### src/rtl/mem_pkg.sv
// Shared types for the memory access controller: request sizes, FSM states,
// lane widths/masks and the misalignment rule.
package mem_pkg;

  typedef enum logic [1:0] {
    SZ_BYTE = 2'b00,
    SZ_HALF = 2'b01,
    SZ_WORD = 2'b10
  } size_e;

  typedef enum logic [2:0] {
    ST_IDLE   = 3'd0,
    ST_LOAD   = 3'd1,
    ST_RMW_RD = 3'd2,
    ST_WRITE  = 3'd3,
    ST_RESP   = 3'd4
  } state_e;

  localparam int          BYTE_W    = 8;
  localparam int          HALF_W    = 16;
  localparam logic [31:0] BYTE_MASK = 32'h0000_00FF;
  localparam logic [31:0] HALF_MASK = 32'h0000_FFFF;

  // Size 2'b11 behaves as a word.
  function automatic logic misaligned(
    input logic [1:0] size,
    input logic [1:0] off
  );
    if (size == SZ_BYTE) return 1'b0;
    if (size == SZ_HALF) return off[0];
    return off != 2'b00;
  endfunction

endpackage

### src/rtl/mem_lane_merge.sv
// Combinational lane logic: extract+extend a byte/half/word for loads and
// insert a byte/half into a word for sub-word stores.
// Ports: i_word (memory word), i_size, i_off (addr[1:0]), i_unsigned,
//        i_wdata (right-justified store data), o_load, o_merge.
module mem_lane_merge
  import mem_pkg::*;
#(
  parameter int WIDTH      = 32,
  parameter bit BIG_ENDIAN = 1'b1
) (
  input  logic [WIDTH-1:0] i_word,
  input  logic [1:0]       i_size,
  input  logic [1:0]       i_off,
  input  logic             i_unsigned,
  input  logic [WIDTH-1:0] i_wdata,
  output logic [WIDTH-1:0] o_load,
  output logic [WIDTH-1:0] o_merge
);

  logic [1:0]       w_blane;
  logic             w_hlane;
  logic [4:0]       w_sh;
  logic [WIDTH-1:0] w_mask;
  logic [WIDTH-1:0] w_lane;

  always_comb begin
    // Big-endian: offset 0 is the most significant lane.
    w_blane = BIG_ENDIAN ? ~i_off : i_off;
    w_hlane = BIG_ENDIAN ? ~i_off[1] : i_off[1];
    w_sh    = 5'd0;
    w_mask  = '1;
    if (i_size == SZ_BYTE) begin
      w_sh   = {w_blane, 3'b000};
      w_mask = BYTE_MASK;
    end else if (i_size == SZ_HALF) begin
      w_sh   = {w_hlane, 4'b0000};
      w_mask = HALF_MASK;
    end
    w_lane = (i_word >> w_sh) & w_mask;
    o_load = w_lane;
    if (!i_unsigned && i_size == SZ_BYTE)
      o_load = {{(WIDTH-BYTE_W){w_lane[BYTE_W-1]}},
                w_lane[BYTE_W-1:0]};
    else if (!i_unsigned && i_size == SZ_HALF)
      o_load = {{(WIDTH-HALF_W){w_lane[HALF_W-1]}},
                w_lane[HALF_W-1:0]};
    o_merge = (i_word & ~(w_mask << w_sh))
            | ((i_wdata & w_mask) << w_sh);
  end

endmodule

### src/rtl/mem_access_ctrl.sv
// Processor-side initiator for a word-only memory: loads with extension,
// sub-word stores via read-modify-write. Optional MEM_ACCESS_MISALIGN_TRAP_EN
// flags misaligned half/word requests with resp_err and skips memory.
// Ports: clk/rst (sync, active high); req_* request channel with
// req_ready; resp_valid/resp_rdata/resp_err; mem_we/mem_addr/mem_wr_data
// out and mem_rd_data (combinational read) in.
module mem_access_ctrl
  import mem_pkg::*;
#(
  parameter int WIDTH      = 32,
  parameter bit BIG_ENDIAN = 1'b1
) (
  input  logic             clk,
  input  logic             rst,
  input  logic             req_valid,
  output logic             req_ready,
  input  logic             req_we,
  input  logic [1:0]       req_size,
  input  logic             req_unsigned,
  input  logic [WIDTH-1:0] req_addr,
  input  logic [WIDTH-1:0] req_wdata,
  output logic             resp_valid,
  output logic [WIDTH-1:0] resp_rdata,
  output logic             resp_err,
  output logic             mem_we,
  output logic [WIDTH-1:0] mem_addr,
  output logic [WIDTH-1:0] mem_wr_data,
  input  logic [WIDTH-1:0] mem_rd_data
);

  state_e           r_state;
  state_e           w_next;
  logic             r_we;
  logic [1:0]       r_size;
  logic             r_uns;
  logic [WIDTH-1:0] r_addr;
  logic [WIDTH-1:0] r_wdata;
  logic [WIDTH-1:0] r_merge;
  logic [WIDTH-1:0] r_rdata;
  logic             w_acc;
  logic             w_mis;
  logic             w_req_word;
  logic             w_lat_word;
  logic [WIDTH-1:0] w_load;
  logic [WIDTH-1:0] w_merge;

  assign w_acc      = req_valid & req_ready;
  assign w_req_word = (req_size != SZ_BYTE) && (req_size != SZ_HALF);
  assign w_lat_word = (r_size != SZ_BYTE) && (r_size != SZ_HALF);

`ifdef MEM_ACCESS_MISALIGN_TRAP_EN
  logic r_err;

  assign w_mis    = misaligned(req_size, req_addr[1:0]);
  assign resp_err = r_err;

  always_ff @(posedge clk) begin
    if (rst)        r_err <= 1'b0;
    else if (w_acc) r_err <= w_mis;
  end
`else
  assign w_mis    = 1'b0;
  assign resp_err = 1'b0;
`endif

  mem_lane_merge #(
    .WIDTH      (WIDTH),
    .BIG_ENDIAN (BIG_ENDIAN)
  ) u_lane (
    .i_word     (mem_rd_data),
    .i_size     (r_size),
    .i_off      (r_addr[1:0]),
    .i_unsigned (r_uns),
    .i_wdata    (r_wdata),
    .o_load     (w_load),
    .o_merge    (w_merge)
  );

  always_ff @(posedge clk) begin
    if (rst) r_state <= ST_IDLE;
    else     r_state <= w_next;
  end

  always_comb begin
    w_next = r_state;
    unique case (r_state)
      ST_IDLE: begin
        if (req_valid) begin
          if (w_mis)       w_next = ST_RESP;
          else if (!req_we)    w_next = ST_LOAD;
          else if (w_req_word) w_next = ST_WRITE;
          else                 w_next = ST_RMW_RD;
        end
      end
      ST_LOAD:   w_next = ST_RESP;
      ST_RMW_RD: w_next = ST_WRITE;
      ST_WRITE:  w_next = ST_RESP;
      ST_RESP:   w_next = ST_IDLE;
      default:   w_next = ST_IDLE;
    endcase
  end

  always_comb begin
    req_ready   = (r_state == ST_IDLE);
    resp_valid  = (r_state == ST_RESP);
    // No write may land on an edge where reset is asserted.
    mem_we      = (r_state == ST_WRITE) & ~rst;
    mem_addr    = '0;
    mem_wr_data = '0;
    if (r_state != ST_IDLE)
      mem_addr = {r_addr[WIDTH-1:2], 2'b00};
    if (r_state == ST_WRITE)
      mem_wr_data = w_lat_word ? r_wdata : r_merge;
  end

  assign resp_rdata = r_rdata;

  always_ff @(posedge clk) begin
    if (rst) begin
      r_we    <= 1'b0;
      r_size  <= 2'b00;
      r_uns   <= 1'b0;
      r_addr  <= '0;
      r_wdata <= '0;
      r_merge <= '0;
      r_rdata <= '0;
    end else begin
      if (w_acc) begin
        r_we    <= req_we;
        r_size  <= req_size;
        r_uns   <= req_unsigned;
        r_addr  <= req_addr;
        r_wdata <= req_wdata;
        // Stores and trapped requests report zero data.
        r_rdata <= '0;
      end
      if (r_state == ST_LOAD && !r_we)
        r_rdata <= w_load;
      if (r_state == ST_RMW_RD)
        r_merge <= w_merge;
    end
  end

endmodule
### config.mk
export PLATFORM = sky130hd
export DESIGN_NAME = mem_access_ctrl
export DESIGN_NICKNAME = d
export VERILOG_FILES = /design/src/rtl/mem_pkg.sv /design/src/rtl/mem_lane_merge.sv /design/src/rtl/mem_access_ctrl.sv
export SDC_FILE = /design/constraint.sdc
export NUM_CORES = 1
export LEC_CHECK = 0
export BUFFER_PORTS_ARGS = -buffer_cell sky130_fd_sc_hd__buf_4
export CAP_MARGIN = 20
export CELL_PAD_IN_SITES_DETAIL_PLACEMENT = 1
export CELL_PAD_IN_SITES_GLOBAL_PLACEMENT = 2
export CORE_ASPECT_RATIO = 0.6
export CORE_UTILIZATION = 29
export CTS_CLUSTER_DIAMETER = 40
export CTS_CLUSTER_SIZE = 24
export DETAILED_ROUTE_END_ITERATION = 10
export PLACE_DENSITY_LB_ADDON = 0.1
export SYNTH_ARGS = -nofsm -noshare
export SYNTH_HDL_FRONTEND = slang
export SYNTH_SLANG_ARGS = --single-unit
### constraint.sdc
create_clock -name clk -period 2.13 [get_ports clk]
set_input_delay 0.426 -clock clk [delete_from_list [all_inputs] [get_ports clk]]
set_output_delay 0.426 -clock clk [all_outputs]
set_load 0.05 [all_outputs]
# After elaboration in Yosys (flattened, before gate mapping)
# Index checks and enable logic that the tools add are counted.
# op_classes
eq_ne	8
shifts	3
mux	15
bitwise	10
reduce_logical	14
# op_table
operator	count
$mux W32	9
$and A32 B32 Y32	3
$shl A32 B5 Y32	2
$not A32 Y32	1
$or A32 B32 Y32	1
$shr A32 B5 Y32	1
$mux W5	2
$pmux W3 S3	1
$eq A3 B2 Y1 const B	2
$reduce_bool A2 Y1	3
$logic_and A1 B1 Y1	5
$ne A2 B1 Y1 const B	2
$eq A3 B1 Y1 const B	1
$eq A3 B3 Y1 const B	1
$logic_not A3 Y1	1
$mux W3	1
$reduce_bool A3 Y1	1
$and A1 B1 Y1	2
$eq A2 B1 Y1 const B	1
$logic_not A1 Y1	2
$logic_not A2 Y1	1
$mux W2	1
$ne A2 B2 Y1 const B	1
$not A1 Y1	2
3 further kinds	3
# totals
reg_bits	135
wordCells	58

# Depth between registers and ports, before layout
# logic_depth
word_depth	8
ltp_mapped	8
mapped_depth_nobuf	4

# By module
# From an unflattened synthesis, not the netlist that was laid out.
# unflattened
hier_cells	831
hier_area_um2	6777.8
# by_module_without_submodules
mod	instances	cells_per_inst	area_each_um2	seq_area_each_um2
mem_access_ctrl	1	641	5387.7	2702.6
mem_lane_merge	1	190	1390.1	0.0

# Least setup slack after synthesis
# Ideal clock, no wire load.
# synth_timing
path_kind	register -> output
from	register r_size[1]
to	output mem_wr_data[22]
arrival_time_ps	1880
required_time_ps	1704
path_slack_ps	-176
path_stages_with_launch	6
cell_sequence	dfxtp_1 > buf_2 > buf_1 > buf_2 > mux2i_1 > nor2_1
# synth_via
elab_chain_len	4
word_cells_on_any_way	5
# synth_lines
item	line	rtl
start, declared	mem_access_ctrl.sv:34	logic [1:0] r_size;
start signal, assigned	mem_access_ctrl.sv:130	r_size <= req_size;
$ne A2 B1 Y1 / $reduce_bool A2 Y1 (equally long branches)	mem_access_ctrl.sv:49	assign w_lat_word = (r_size != SZ_BYTE) && (r_size != SZ_HALF);
$logic_and A1 B1 Y1 (*)	mem_access_ctrl.sv:49	
$mux W32 (*)	mem_access_ctrl.sv:113	mem_wr_data = w_lat_word ? r_wdata : r_merge;
$mux W32 (*)	mem_access_ctrl.sv:112	if (r_state == ST_WRITE)
end, declared	mem_access_ctrl.sv:27	output logic [WIDTH-1:0] mem_wr_data,
# Every way passes the cells marked *; elsewhere a longest branch is shown, timed or not.

# Worst setup path after layout
# layout_timing
from	register r_size[1]
to	output mem_wr_data[11]
# The elaborated chain is that of the path after synthesis.

==> results.ini <==
[worst_setup_path]
critPathSlowestCell=dfxtp_4
worstPathArrival_ns=1.63
start_kind=flip-flop
slowest_delay_ns=0.45
cp_max_fo=18
crit_chain=buf_12 > mux2i_1 > nor2_1 > buf_4
cp.required_ns=1.70
endpoint_kind=primary output
critical_path_class=reg2out

[logic_synthesis]
synth_cell_type_count=51
synth-seq-cells=135
synth_ff_type=dfxtp_1
synth_edf_count=0
yosys_warnings=0
synth-seq-area-share=0.421
syn_inst=773
synth.cell_area_um2=6420
postSynthAreaPerCell_um2=8.31
async_flop_share=0

[route]
remaining_drc_errors=0
wl_per_cell_um=20.6
route.detailed.vias_per_inst=5.17
first_iter_violations=302
drt_first_pass_iters=5
dr_total_vias=6443
postRouteAntennaNets=0
drt_wl_total_um=25700

[final_layout]
num_antenna_cells=0
final_layout_size_suffix_gt1_frac=0.315
final_nets=1059
syn2layout_area_growth_pct=39.7
post-route-util=0.421

[sta]
hold_violations=0
final-setup-viol-count=0
max_freq_ghz=0.486
rsz0062_at_grt=false
fin_crit_sh=0.966
report.final.slew_viol_count=0
slew_headroom=0.533
clock_skew_ns=0.00591
period_minus_slack_ns=2.06
tns_ns=0
worstMarginPinSlew_ns=0.699

[clocking]
clock_latency_ns=0.42
cts_max_level=4
ctsHoldBuffers=0
cts_tree=built
cts_sinks=135
clk_pin_slew_ns=0.06
cts_buffers=17
root_buffer=clkbuf_16
max-clock-path-buffers=2

[die]
start_util=0.301
die_h_um=117
die_x_um=194
die_area_um2=22800
core-area_um2=21300
ios=203
rows=41

[global_routing]
grt_use_total=0.230
grt_start_max_net_pins=103
grt_pass1_wl_um=39000
antenna_found_initial=0
grt_overflow=0
grt_pass1_vias=6521

[flow_run]
drv_cap=0

[hold_path]
hold_class=in2reg

[pwr]
p_seq_frac=0.373
power.leakage_nw=3.51
p_int_mw=5.38
power_frac_clock=0.410
power_per_cell_area_nw_per_um2=857
ir_drop_mv=0.554
switchingPower_mw=2.31
p_sw_frac=0.301
combPwrFrac=0.217

[outcome]
outcome=complete, no violations

[placed_design]
gp_congestion=0.862
post-dp-hpwl_um=18900
io_buffers=199

## layout by cell type, fill, tap and decap left out, drive strengths merged, types with 2 or more instances in the layout
cell and count:
mux4 7, inv 18, nor4 3, a2111oi 2
o32ai 16, and2 2, mux2i 33, or2 2
nand3 2, o22ai 7, nor3 3, bufinv 4
o2bb2ai 15, nor2 89, clkinv 4, nand2 164
a221oi 16, clkbuf 22, a22oi 8, a211oi 25
nand2b 4, a21oi 73, o21ai 11, conb 3
nor2b 33, buf 229, dfxtp 135, a311oi 8
nand4 2, a22o 15
## cells in the mapped netlist, types with 3 or more instances
master,instances,area share
clkbuf_1,38,0.022
a22oi_1,8,0.0093
a211oi_1,24,0.028
a21oi_1,73,0.057
o22ai_1,7,0.0068
a311oi_1,8,0.011
nand2b_1,3,0.0029
o32ai_2,9,0.023
mux4_2,7,0.025
nor2b_1,33,0.032
o21ai_0,11,0.0086
buf_2,18,0.014
dfxtp_1,135,0.42
nand2_1,164,0.096
nor2_1,88,0.051
o2bb2ai_1,15,0.020
o32ai_1,7,0.0095
buf_6,5,0.0088
mux2i_1,33,0.051
buf_4,5,0.0058
a221oi_1,16,0.022
a22o_1,15,0.020
inv_1,17,0.0099
## per-stage QoR
step | instance area (µm²) | worst slack (ns) | std cells | power [mW] | hold slack, ns
after floorplan | 6460 | 0.0376 | 775 | 3.91 | 0.432
after global placement | 8280 | 0.233 | 1214 | 4.53 | 0.438
after detailed placement | 8280 | 0.149 | 1214 | 4.58 | 0.444
after CTS | 8960 | 0.0130 | 1245 | 7.77 | 0.230
after global routing | 8980 | 0.000415 | 1246 | 8.03 | 0.234
final | 8980 | 0.0732 | 1246 | 7.69 | 0.250
## layout make-up
class                   instances  area [µm²]
clock buffers                  22         474
clock inverters                 8         146
fillers                      2530       12400
inverters                      19        71.3
multi-input cells             553        3360
flip-flops and latches        135        2720
well taps                     279         349
repair buffers                230        1860
## layer usage
layer / GRT usage / vias to the layer above / part of all wire
met5: 0 / - / 0
met4: 0.0561 / 0 / 0.0088
met3: 0.0665 / 16 / 0.059
met2: 0.354 / 169 / 0.44
met1: 0.317 / 3196 / 0.49
li1: - / 3062 / -
## critical path: cells and delay by family, from the launching register on
kind                   cells  cell delay, ns
AND/OR/NAND/NOR            1            0.07
buffers and inverters      2            0.39
multiplexers               1            0.28
flip-flops                 1            0.45
## power by group through the flow
stage          sequential, mW  clock [mW]  combinational (mW)
2_1_floorplan            2.98           0               0.932
3_3_place_gp             2.90           0                1.62
3_5_place_dp             2.91           0                1.66
4_1_cts                  2.86        3.22                1.68
5_1_grt                  2.89        3.35                1.79
6_report                 2.87        3.15                1.67
## cell families after synthesis
group           share of synthesized area
compound gates                      0.228
flops                               0.421
simple gates                        0.211
buf+inv                            0.0631
other cells                      0.000584
mux                                0.0759
## sequential cells by signal (all words and copies together), names as in the netlist
signal and flops:
r_uns 1, r_size 2, r_we 1, r_wdata 32
r_state 3, r_merge 32, r_addr 32, resp_rdata 32
## repair_timing
item,4_1_cts,5_1_grt
gates cloned,1,0
pin swaps,0,0
resized for setup,9,3
endpoints found under the setup margin,37,27
setup buffers,0,1
## worst paths after layout
check               startpoint              end  slack, ns  depth (start not counted)
setup / recovery     r_size[1]  mem_wr_data[11]       0.07                          4
hold / removal    req_addr[27]       r_addr[27]       0.25                          3
setup reg to reg     r_addr[0]    resp_rdata[5]       0.15                          4
hold reg to reg     r_addr[31]       r_addr[31]       0.45                          2
No activity file was read; power rests on OpenSTA's default activity.
